$ cat config.mk
export PLATFORM = sky130hd
export DESIGN_NAME = keypad_scanner
export DESIGN_NICKNAME = d
export VERILOG_FILES = /design/src/rtl/keypad_pkg.sv /design/src/rtl/keypad_debounce.sv /design/src/rtl/keypad_scanner.sv
export SDC_FILE = /design/constraint.sdc
export NUM_CORES = 1
export LEC_CHECK = 0
export CAP_MARGIN = 30
export CORE_MARGIN = 5
export CORE_UTILIZATION = 45
export DETAILED_ROUTE_END_ITERATION = 10
export PLACE_DENSITY = 0.66
export SLEW_MARGIN = 20
export SYNTH_ARGS = -nofsm -noshare
export SYNTH_HDL_FRONTEND = slang
export SYNTH_SLANG_ARGS = --single-unit
$ cat constraint.sdc
create_clock -name clk -period 4.9 [get_ports clk]
set_input_delay 0.98 -clock clk [delete_from_list [all_inputs] [get_ports clk]]
set_output_delay 0.98 -clock clk [all_outputs]
set_load 0.01 [all_outputs]
$ cat src/rtl/keypad_pkg.sv
// Shared constants, key codes and the (row, col) -> code map for the keypad scanner.
package keypad_pkg;

  localparam int NUM_ROWS = 4;
  localparam int NUM_COLS = 3;

  typedef logic [3:0] code_t;

  localparam code_t KEY_STAR  = 4'd10;
  localparam code_t KEY_HASH  = 4'd11;
  localparam code_t KEY_NONE  = 4'd14;
  localparam code_t KEY_MULTI = 4'd15;

  typedef enum logic {
    ST_DRIVE,
    ST_SAMPLE
  } scan_state_e;

  // Phone layout: rows 0..2 carry digits 1..9, bottom row is STAR, 0, HASH.
  function automatic code_t key_code(input logic [1:0] row, input logic [1:0] col);
    code_t c;
    if (row == 2'(NUM_ROWS - 1)) begin
      case (col)
        2'd0:    c = KEY_STAR;
        2'd1:    c = 4'd0;
        default: c = KEY_HASH;
      endcase
    end else begin
      c = code_t'({2'b00, row} * 4'd3 + {2'b00, col} + 4'd1);
    end
    return c;
  endfunction

endpackage

$ cat src/rtl/keypad_debounce.sv
// Frame-level debouncer: a code must repeat for DEBOUNCE_SCANS frames before commit_o fires
// (one cycle after the frame-done strobe) with the candidate code on code_o.
module keypad_debounce
  import keypad_pkg::*;
#(
  parameter int DEBOUNCE_SCANS = 4
) (
  input  logic  clk,
  input  logic  reset,
  input  logic  frame_done_i,
  input  code_t frame_code_i,
  output logic  commit_o,
  output code_t code_o
);

  localparam logic [3:0] STABLE_MAX = 4'(DEBOUNCE_SCANS);

  code_t      cand_q, cand_d;
  logic [3:0] stable_q, stable_d;
  logic       done_q;

  always_comb begin
    cand_d   = cand_q;
    stable_d = stable_q;
    if (frame_done_i) begin
      if (frame_code_i == cand_q) begin
        if (stable_q != STABLE_MAX) stable_d = stable_q + 4'd1;
      end else begin
        cand_d   = frame_code_i;
        stable_d = 4'd1;
      end
    end
  end

  always_ff @(posedge clk) begin
    if (reset) begin
      cand_q   <= KEY_NONE;
      stable_q <= 4'd0;
      done_q   <= 1'b0;
    end else begin
      cand_q   <= cand_d;
      stable_q <= stable_d;
      done_q   <= frame_done_i;
    end
  end

  assign commit_o = done_q && (stable_q == STABLE_MAX);
  assign code_o   = cand_q;

endmodule

$ cat src/rtl/keypad_scanner.sv
// 4x3 matrix scanner with frame debouncing and a one-hot digit output.
// Define KEYPAD_STAR_HASH_EN to add start_key/stop_key levels for STAR/HASH.
module keypad_scanner
  import keypad_pkg::*;
#(
  parameter int SCAN_DIV       = 100,
  parameter int DEBOUNCE_SCANS = 4
) (
  input  logic                clk,
  input  logic                reset,
  input  logic [NUM_COLS-1:0] cols_n,
  output logic [NUM_ROWS-1:0] rows_n,
  output logic [9:0]          keys,
`ifdef KEYPAD_STAR_HASH_EN
  output logic                key_strobe,
  output logic                start_key,
  output logic                stop_key
`else
  output logic                key_strobe
`endif
);

  localparam int CNT_W = (SCAN_DIV > 1) ? $clog2(SCAN_DIV) : 1;

  scan_state_e        state_q, state_d;
  logic [CNT_W-1:0]   cnt_q, cnt_d;
  logic [1:0]         row_q, row_d;
  code_t              acc_q, acc_d, merged;
  logic [NUM_COLS-1:0] active;
  logic [1:0]         n_active, col_idx;
  logic               frame_done;
  code_t              frame_code;
  logic               commit;
  code_t              commit_code;
  logic [9:0]         keys_dec;
  logic [9:0]         keys_q, keys_d;
  logic               strobe_q, strobe_d;

  assign active   = ~cols_n;
  assign n_active = {1'b0, active[0]} + {1'b0, active[1]} + {1'b0, active[2]};
  assign col_idx  = active[0] ? 2'd0 : (active[1] ? 2'd1 : 2'd2);

  // Fold this row's sample into the running frame code.
  always_comb begin
    merged = acc_q;
    if (n_active > 2'd1) begin
      merged = KEY_MULTI;
    end else if (n_active == 2'd1) begin
      merged = (acc_q == KEY_NONE) ? key_code(row_q, col_idx) : KEY_MULTI;
    end
  end

  always_comb begin
    state_d    = state_q;
    cnt_d      = cnt_q;
    row_d      = row_q;
    acc_d      = acc_q;
    frame_done = 1'b0;
    frame_code = KEY_NONE;
    case (state_q)
      ST_DRIVE: begin
        cnt_d = cnt_q + 1'b1;
        if (cnt_q == CNT_W'(SCAN_DIV - 2)) state_d = ST_SAMPLE;
      end
      default: begin
        cnt_d   = '0;
        row_d   = row_q + 2'd1;
        state_d = ST_DRIVE;
        if (row_q == 2'(NUM_ROWS - 1)) begin
          frame_done = 1'b1;
          frame_code = merged;
          acc_d      = KEY_NONE;
        end else begin
          acc_d = merged;
        end
      end
    endcase
  end

  keypad_debounce #(
    .DEBOUNCE_SCANS(DEBOUNCE_SCANS)
  ) u_debounce (
    .clk         (clk),
    .reset       (reset),
    .frame_done_i(frame_done),
    .frame_code_i(frame_code),
    .commit_o    (commit),
    .code_o      (commit_code)
  );

  for (genvar gi = 0; gi < NUM_ROWS; gi++) begin : g_rows
    assign rows_n[gi] = (row_q != 2'(gi));
  end

  for (genvar gi = 0; gi < 10; gi++) begin : g_dec
    assign keys_dec[gi] = (commit_code == 4'(gi));
  end

  // STAR, HASH and MULTI leave keys alone; only a fresh non-zero digit strobes.
  always_comb begin
    keys_d   = keys_q;
    strobe_d = 1'b0;
    if (commit) begin
      if (commit_code == KEY_NONE) begin
        keys_d = '0;
      end else if (commit_code <= 4'd9) begin
        keys_d   = keys_dec;
        strobe_d = (keys_dec != keys_q);
      end
    end
  end

  always_ff @(posedge clk) begin
    if (reset) begin
      state_q  <= ST_DRIVE;
      cnt_q    <= '0;
      row_q    <= 2'd0;
      acc_q    <= KEY_NONE;
      keys_q   <= '0;
      strobe_q <= 1'b0;
    end else begin
      state_q  <= state_d;
      cnt_q    <= cnt_d;
      row_q    <= row_d;
      acc_q    <= acc_d;
      keys_q   <= keys_d;
      strobe_q <= strobe_d;
    end
  end

  assign keys       = keys_q;
  assign key_strobe = strobe_q;

`ifdef KEYPAD_STAR_HASH_EN
  logic start_q, stop_q;

  always_ff @(posedge clk) begin
    if (reset) begin
      start_q <= 1'b0;
      stop_q  <= 1'b0;
    end else if (commit && commit_code != KEY_MULTI) begin
      start_q <= (commit_code == KEY_STAR);
      stop_q  <= (commit_code == KEY_HASH);
    end
  end

  assign start_key = start_q;
  assign stop_key  = stop_q;
`endif

endmodule
==> results of run 1 <==
==> registers in the layout, summed over array words and instances, names as in the netlist <==
register,cells
keys,10
u_debounce.done_q,1
state_q,1
key_strobe,1
u_debounce.code_o,4
cnt_q,7
u_debounce.stable_q,4
row_q,2
acc_q,4
==> per-stage QoR <==
stage	setup slack (ns)	power, mW	utilization (%)	cell area [um^2]
floorplan	2.01	0.317	-	2140
global placement	1.15	0.327	49.9	2330
detailed placement	1.12	0.327	49.9	2330
CTS	1.38	0.522	51.6	2400
global route	1.14	0.542	51.6	2400
finish	1.35	0.515	51.6	2400
==> power breakdown <==
group	leakage, nW	switching, mW	internal (mW)
Clock	0.0438	0.0992	0.0952
Combinational	0.543	0.0218	0.0171
Sequential	0.275	0.00250	0.279
Total	0.861	0.123	0.391
==> area by class of cell <==
cell class	instances	area [um^2]	area share, %
Tap cell	54	67.6	2.81
Sequential cell	34	681	28.3
Clock buffer	5	68.8	2.86
Timing Repair Buffer	20	198	8.22
Multi-Input combinational cell	195	1320	55.0
Inverter	15	56.3	2.34
Clock inverter	2	10.0	0.416
==> synth_stat cells, drive strengths merged, types with 3 or more instances <==
cell    count
nor2       23
a211oi      4
nand4       3
nand2b      7
nor3       10
clkbuf      7
a21oi      24
mux2i       4
and3        3
xnor2       5
nor4bb      3
and4b       3
dfxtp      34
or2         3
a31oi       3
inv        15
ha         11
nand2      23
buf         7
fa          3
xor2        4
nand3      12
o21ai      12
==> metal layers <==
layer	global-route usage (%)	up-vias	wire length (um)
met5	0	-	0
met4	5.15	0	38
met3	3.74	5	138
met2	23.8	25	1970
met1	19.8	839	2210
li1	-	944	-
==> worst max path at each step <==
stage | from | to | slack [ns]
detailed placement | cols_n[0] | u_debounce.stable_q[3] | 1.12
global placement | cols_n[0] | u_debounce.code_o[1] | 1.15
floorplan | cols_n[0] | u_debounce.stable_q[0] | 2.01
CTS | cols_n[0] | u_debounce.stable_q[3] | 1.38
global route | cols_n[0] | u_debounce.stable_q[3] | 1.14
finish | cols_n[0] | u_debounce.stable_q[3] | 1.35
==> worst max-delay path, delay by kind of cell <==
kind	cells	cell delay, ns
AOI/OAI and AO/OA	3	0.94
adders and majority gates	1	0.80
buffers and inverters	1	0.46
and+or+nand+nor	2	0.44
xor gates and xnor gates	1	0.13
==> logic make-up after synthesis <==
group                    synth area share [%]
multiplexers                             1.87
AO/OA/AOI/OAI                            20.2
buffers and inverters                    6.43
flip-flops                               31.8
AND/OR/NAND/NOR                          26.5
XOR/XNOR                                 4.03
adder cells (fa/ha/maj)                  9.23
==> reports/metrics.yaml, run 1 <==
grt_usage_pct: 15.0
drc: 0
cp-end-kind: "register"
dp_cells: 318
grt_max_degree: 31
initial_utilization_pct: 46.0
pwr_density_cell_mw_per_mm2: 214
synthCells: 258
synth_cell_types: 59
ioPinCount: 20
whs_ns: 0.469
wl_mm: 4.35
fmax_mhz: 281
yosys-top-cells-area: "dfxtp_1, ha_1, a21oi_1"
cts_max_level: 2
fin_cells: 325
hold_depth: 1
yosysTopAreaCell: "dfxtp_1"
core_area_mm2: 0.00466
numPortBuffers: 19
holdBufCountCts: 0
grt_pass1_wl_mm: 7.59
arrival_ns: 3.77
syn-mean-instance-area_um2: 8.30
final_cell_mix: "dfxtp_1, nor2_1, nand2_1, a21oi_1, clkdlybuf4s50_1"
cts_tree: "done"
synth_fp_nets: 277
drtAntennaViolNets: 0
cts.path.max_buffers: 2
clkLatencyLatePin_ns: 0.29
nets: 290
reg2reg_to: "u_debounce.stable_q[3]"
finalSetupViolations: 0
crit_type: "primary input to register"
vias: 1813
worstHoldEndpoint: "cnt_q[0]"
gr-total-overflow: 0
syn2layout_area_growth_pct: 12.3
dr.pass1.iters: 4
timing.final.crit_share_pct: 72.5
drt_iter0_markers: 108
start_kind: "primary input"
ys_ff_latch: 34
syn_area_mm2: 0.00214
cts.sink_count: 34
placementRows: 25
cts_setup_buffers: 0
synth_edf_count: 0
hp-start: "cnt_q[0]"
avgViaCountPerCell: 5.58
gp_congestion: 0.806
antenna_found_initial: 0
yosysWarnings: 0
ys.flop_type: "dfxtp_1"
numCtsBuffers: 5
drive_above_1_share_pct: 8.12
cts-resized-gates: 0
crit_chain: "clkdlybuf4s50_1, fa_1, and4b_1, a32oi_1, xor2_1, a2111oi_4, nand4_1, a31oi_1"
die_h_um: 79.0
slew_headroom_pct: 63.5
r2r_cells: 7
status: "finished, final reports clean"
cap_viol_max_count: 0
rsz0062_at_grt: "no"
antenna_cells: 0
fillCellCount: 449
critPathMaxStageDelay_ns: 0.80
ir_drop_mv: 0.174
hold_class: "register to register"
cp.required_ns: 5.11
clk_pin_slew_worst_paths_ns: 0.07
r2r-start: "row_q[0]"
first_global_vias: 1650
synth_top_area_share_pct: 31.8
slew_viol_final: 0
tightest_slew_ns: 0.546
reg2reg_slack_ns: 2.46
seq_area_frac_synth_pct: 31.8
p_leak_nw: 0.861
hold_viol_final: 0
layout_commonest_cell: "dfxtp_1"
synth-async-reset-ratio_pct: 0
dieWidth_um: 79.0
die-area_mm2: 0.00624
setup_tns_ns: 0
crit_fanout: 14
dp_hpwl_mm: 3.14
wl_per_cell_um: 13.4
root_buffer: "clkbuf_8"
fin_crit_ns: 3.55
fin_skew_ns: 0.00500
cpMaxStageDelayCell: "fa_1"
Power figures use the tool's default switching activity.
==> inputs of run 2 (changes only) <==
Settings changed: PLACE_DENSITY 0.66 to 0.69.
Clock period 4.9 ns to 3.2 ns, I/O delays scaled along.
==> run 2 against run 1 <==
Sequential share of layout area down 1.3 points. Clock power up 140%. First-iteration DRC count down 40%. Wire length up 4.9%. Via count up 2.8%. Worst setup slack worse by 1.0 ns. Count of clock-buffer cells in the layout unchanged. Sequential power up 53%. Critical endpoint unchanged. Combinational power up 73%. Die area unchanged. Global-route usage up 0.42 points.
==> reports/metrics.yaml, run 2 (synthesis gave the netlist of run 1 again) <==
hold_class: "register to register"
grt_max_degree: 23  # -26%
ioPinCount: 20  # unchanged
cts-resized-gates: 0  # unchanged
fmax_mhz: 350
initial_utilization_pct: 46.0  # unchanged
cts_setup_buffers: 0  # unchanged
dp_hpwl_mm: 3.30  # +5.0%
reg2reg_slack_ns: 0.83  # -1.63 ns
root_buffer: "clkbuf_8"
core_area_mm2: 0.00466  # unchanged
grt_pass1_wl_mm: 7.80  # +2.7%
fillCellCount: 448  # -0.22%
slew_headroom_pct: 63.5  # +0.065 points
grt_usage_pct: 15.4  # +0.42 points
vias: 1863  # +2.8%
fin_crit_ns: 2.86
cp.required_ns: 3.42  # -1.69 ns
syn2layout_area_growth_pct: 17.8
status: "finished, final reports clean"
ir_drop_mv: 0.243  # +40%
drc: 0  # unchanged
timing.final.crit_share_pct: 89.3
numCtsBuffers: 5  # unchanged
cts.sink_count: 34  # unchanged
holdBufCountCts: 0  # unchanged
cts.path.max_buffers: 2  # unchanged
arrival_ns: 3.08  # -0.69 ns
hold_viol_final: 0  # unchanged
wl_per_cell_um: 13.7  # +2.1%
drtAntennaViolNets: 0  # unchanged
wl_mm: 4.57  # +4.9%
dieWidth_um: 79.0  # unchanged
clk_pin_slew_worst_paths_ns: 0.07  # about the same
pwr_density_cell_mw_per_mm2: 386  # +80%
placementRows: 25  # unchanged
gp_congestion: 0.884  # +9.7%
clkLatencyLatePin_ns: 0.29  # about the same
antenna_cells: 0  # unchanged
setup_tns_ns: 0  # unchanged
largest_reg_flops: 10  # unchanged
die-area_mm2: 0.00624  # unchanged
cp-end-kind: "register"
tightest_slew_ns: 0.545  # -0.000972 ns
drive_above_1_share_pct: 11.1  # +3.0 points
die_h_um: 79.0  # unchanged
cts_tree: "done"
fin_skew_ns: 0.00347  # -0.00153 ns
finalPower_mw: 0.974  # +89%
rsz0062_at_grt: "no"
numPortBuffers: 19  # unchanged
cap_viol_max_count: 0  # unchanged
crit_type: "primary input to register"
dr.pass1.iters: 4  # unchanged
drt_iter0_markers: 65  # -40%
p_leak_nw: 0.924  # +7.3%
finalSetupViolations: 0  # unchanged
final_cell_mix: "dfxtp_1, nor2_1, nand2_1, a21oi_1, clkdlybuf4s50_1"
slew_viol_final: 0  # unchanged
avgViaCountPerCell: 5.58  # about the same
layout_commonest_cell: "dfxtp_1"
nets: 298  # +2.8%
antenna_found_initial: 0  # unchanged
gr-total-overflow: 0  # unchanged
cts_max_level: 2  # unchanged
crit_fanout: 6  # -8
start_kind: "primary input"
first_global_vias: 1737  # +5.3%
-- run 2: cell count changes in the layout (fill, tap and decap cells not counted), sizes merged --
cell,delta
buf,+8
bufinv,+2
clkinv,-1
-- run 2: routing by layer --
layer / vias up / global-route usage (%) / part of all wire [%]
met5: - / 0 / 0
met3: 6 / 3.74 / 3.8
met4: 0 / 4.98 / 1.4
met1: 862 / 18.8 / 47
li1: 956 / - / -
met2: 39 / 26.5 / 48
-- run 2: report_power, final --
part	switching, mW	internal [mW]	leakage (nW)	total, mW
logic	0.0354	0.0320	0.581	0.0674
registers	0.00392	0.427	0.275	0.431
clock network	0.163	0.312	0.0683	0.475
-- run 2: layout make-up --
type                       count  area, um^2  share of cell area, %
sequential                    34         681                   27.0
inverter                      15        56.3                   2.23
timing repair buffer          28         258                   10.2
clock inverter                 3        68.8                   2.73
tap                           54        67.6                   2.68
multi-input combinational    195        1320                   52.5
clock buffer                   5        68.8                   2.73
-- run 2: stage by stage --
| stage | instance area (um^2) | std cells | utilization (%) | hold slack, ns | setup slack [ns] |
|---|---|---|---|---|---|
| 2_1_floorplan | 2140 | 258 | - | 0.426 | 0.650 |
| 3_3_place_gp | 2390 | 326 | 51.2 | 0.440 | 0.0535 |
| 3_5_place_dp | 2390 | 326 | 51.2 | 0.455 | 0.0540 |
| 4_1_cts | 2520 | 334 | 54.1 | 0.473 | 0.368 |
| 5_1_grt | 2520 | 334 | 54.1 | 0.508 | 0.169 |
| 6_report | 2520 | 334 | 54.1 | 0.463 | 0.342 |
-- run 2: final timing paths --
kind | cells past startpoint | from | end
hold reg to reg | 1 | cnt_q[0] | cnt_q[0]
setup reg to reg | 9 | row_q[0] | acc_q[3]
setup / recovery | 9 | cols_n[0] | u_debounce.stable_q[3]
hold / removal | 1 | cnt_q[0] | cnt_q[0]
-- run 2: worst max-delay path, stage by stage --
cell and delay, ns:
clkdlybuf4s50_1 0.45, fa_1 0.63, and4b_1 0.24, a32oi_1 0.20, xor2_1 0.13, a2111oi_4 0.33, buf_4 0.19, nand4_1 0.10
a31oi_1 0.16
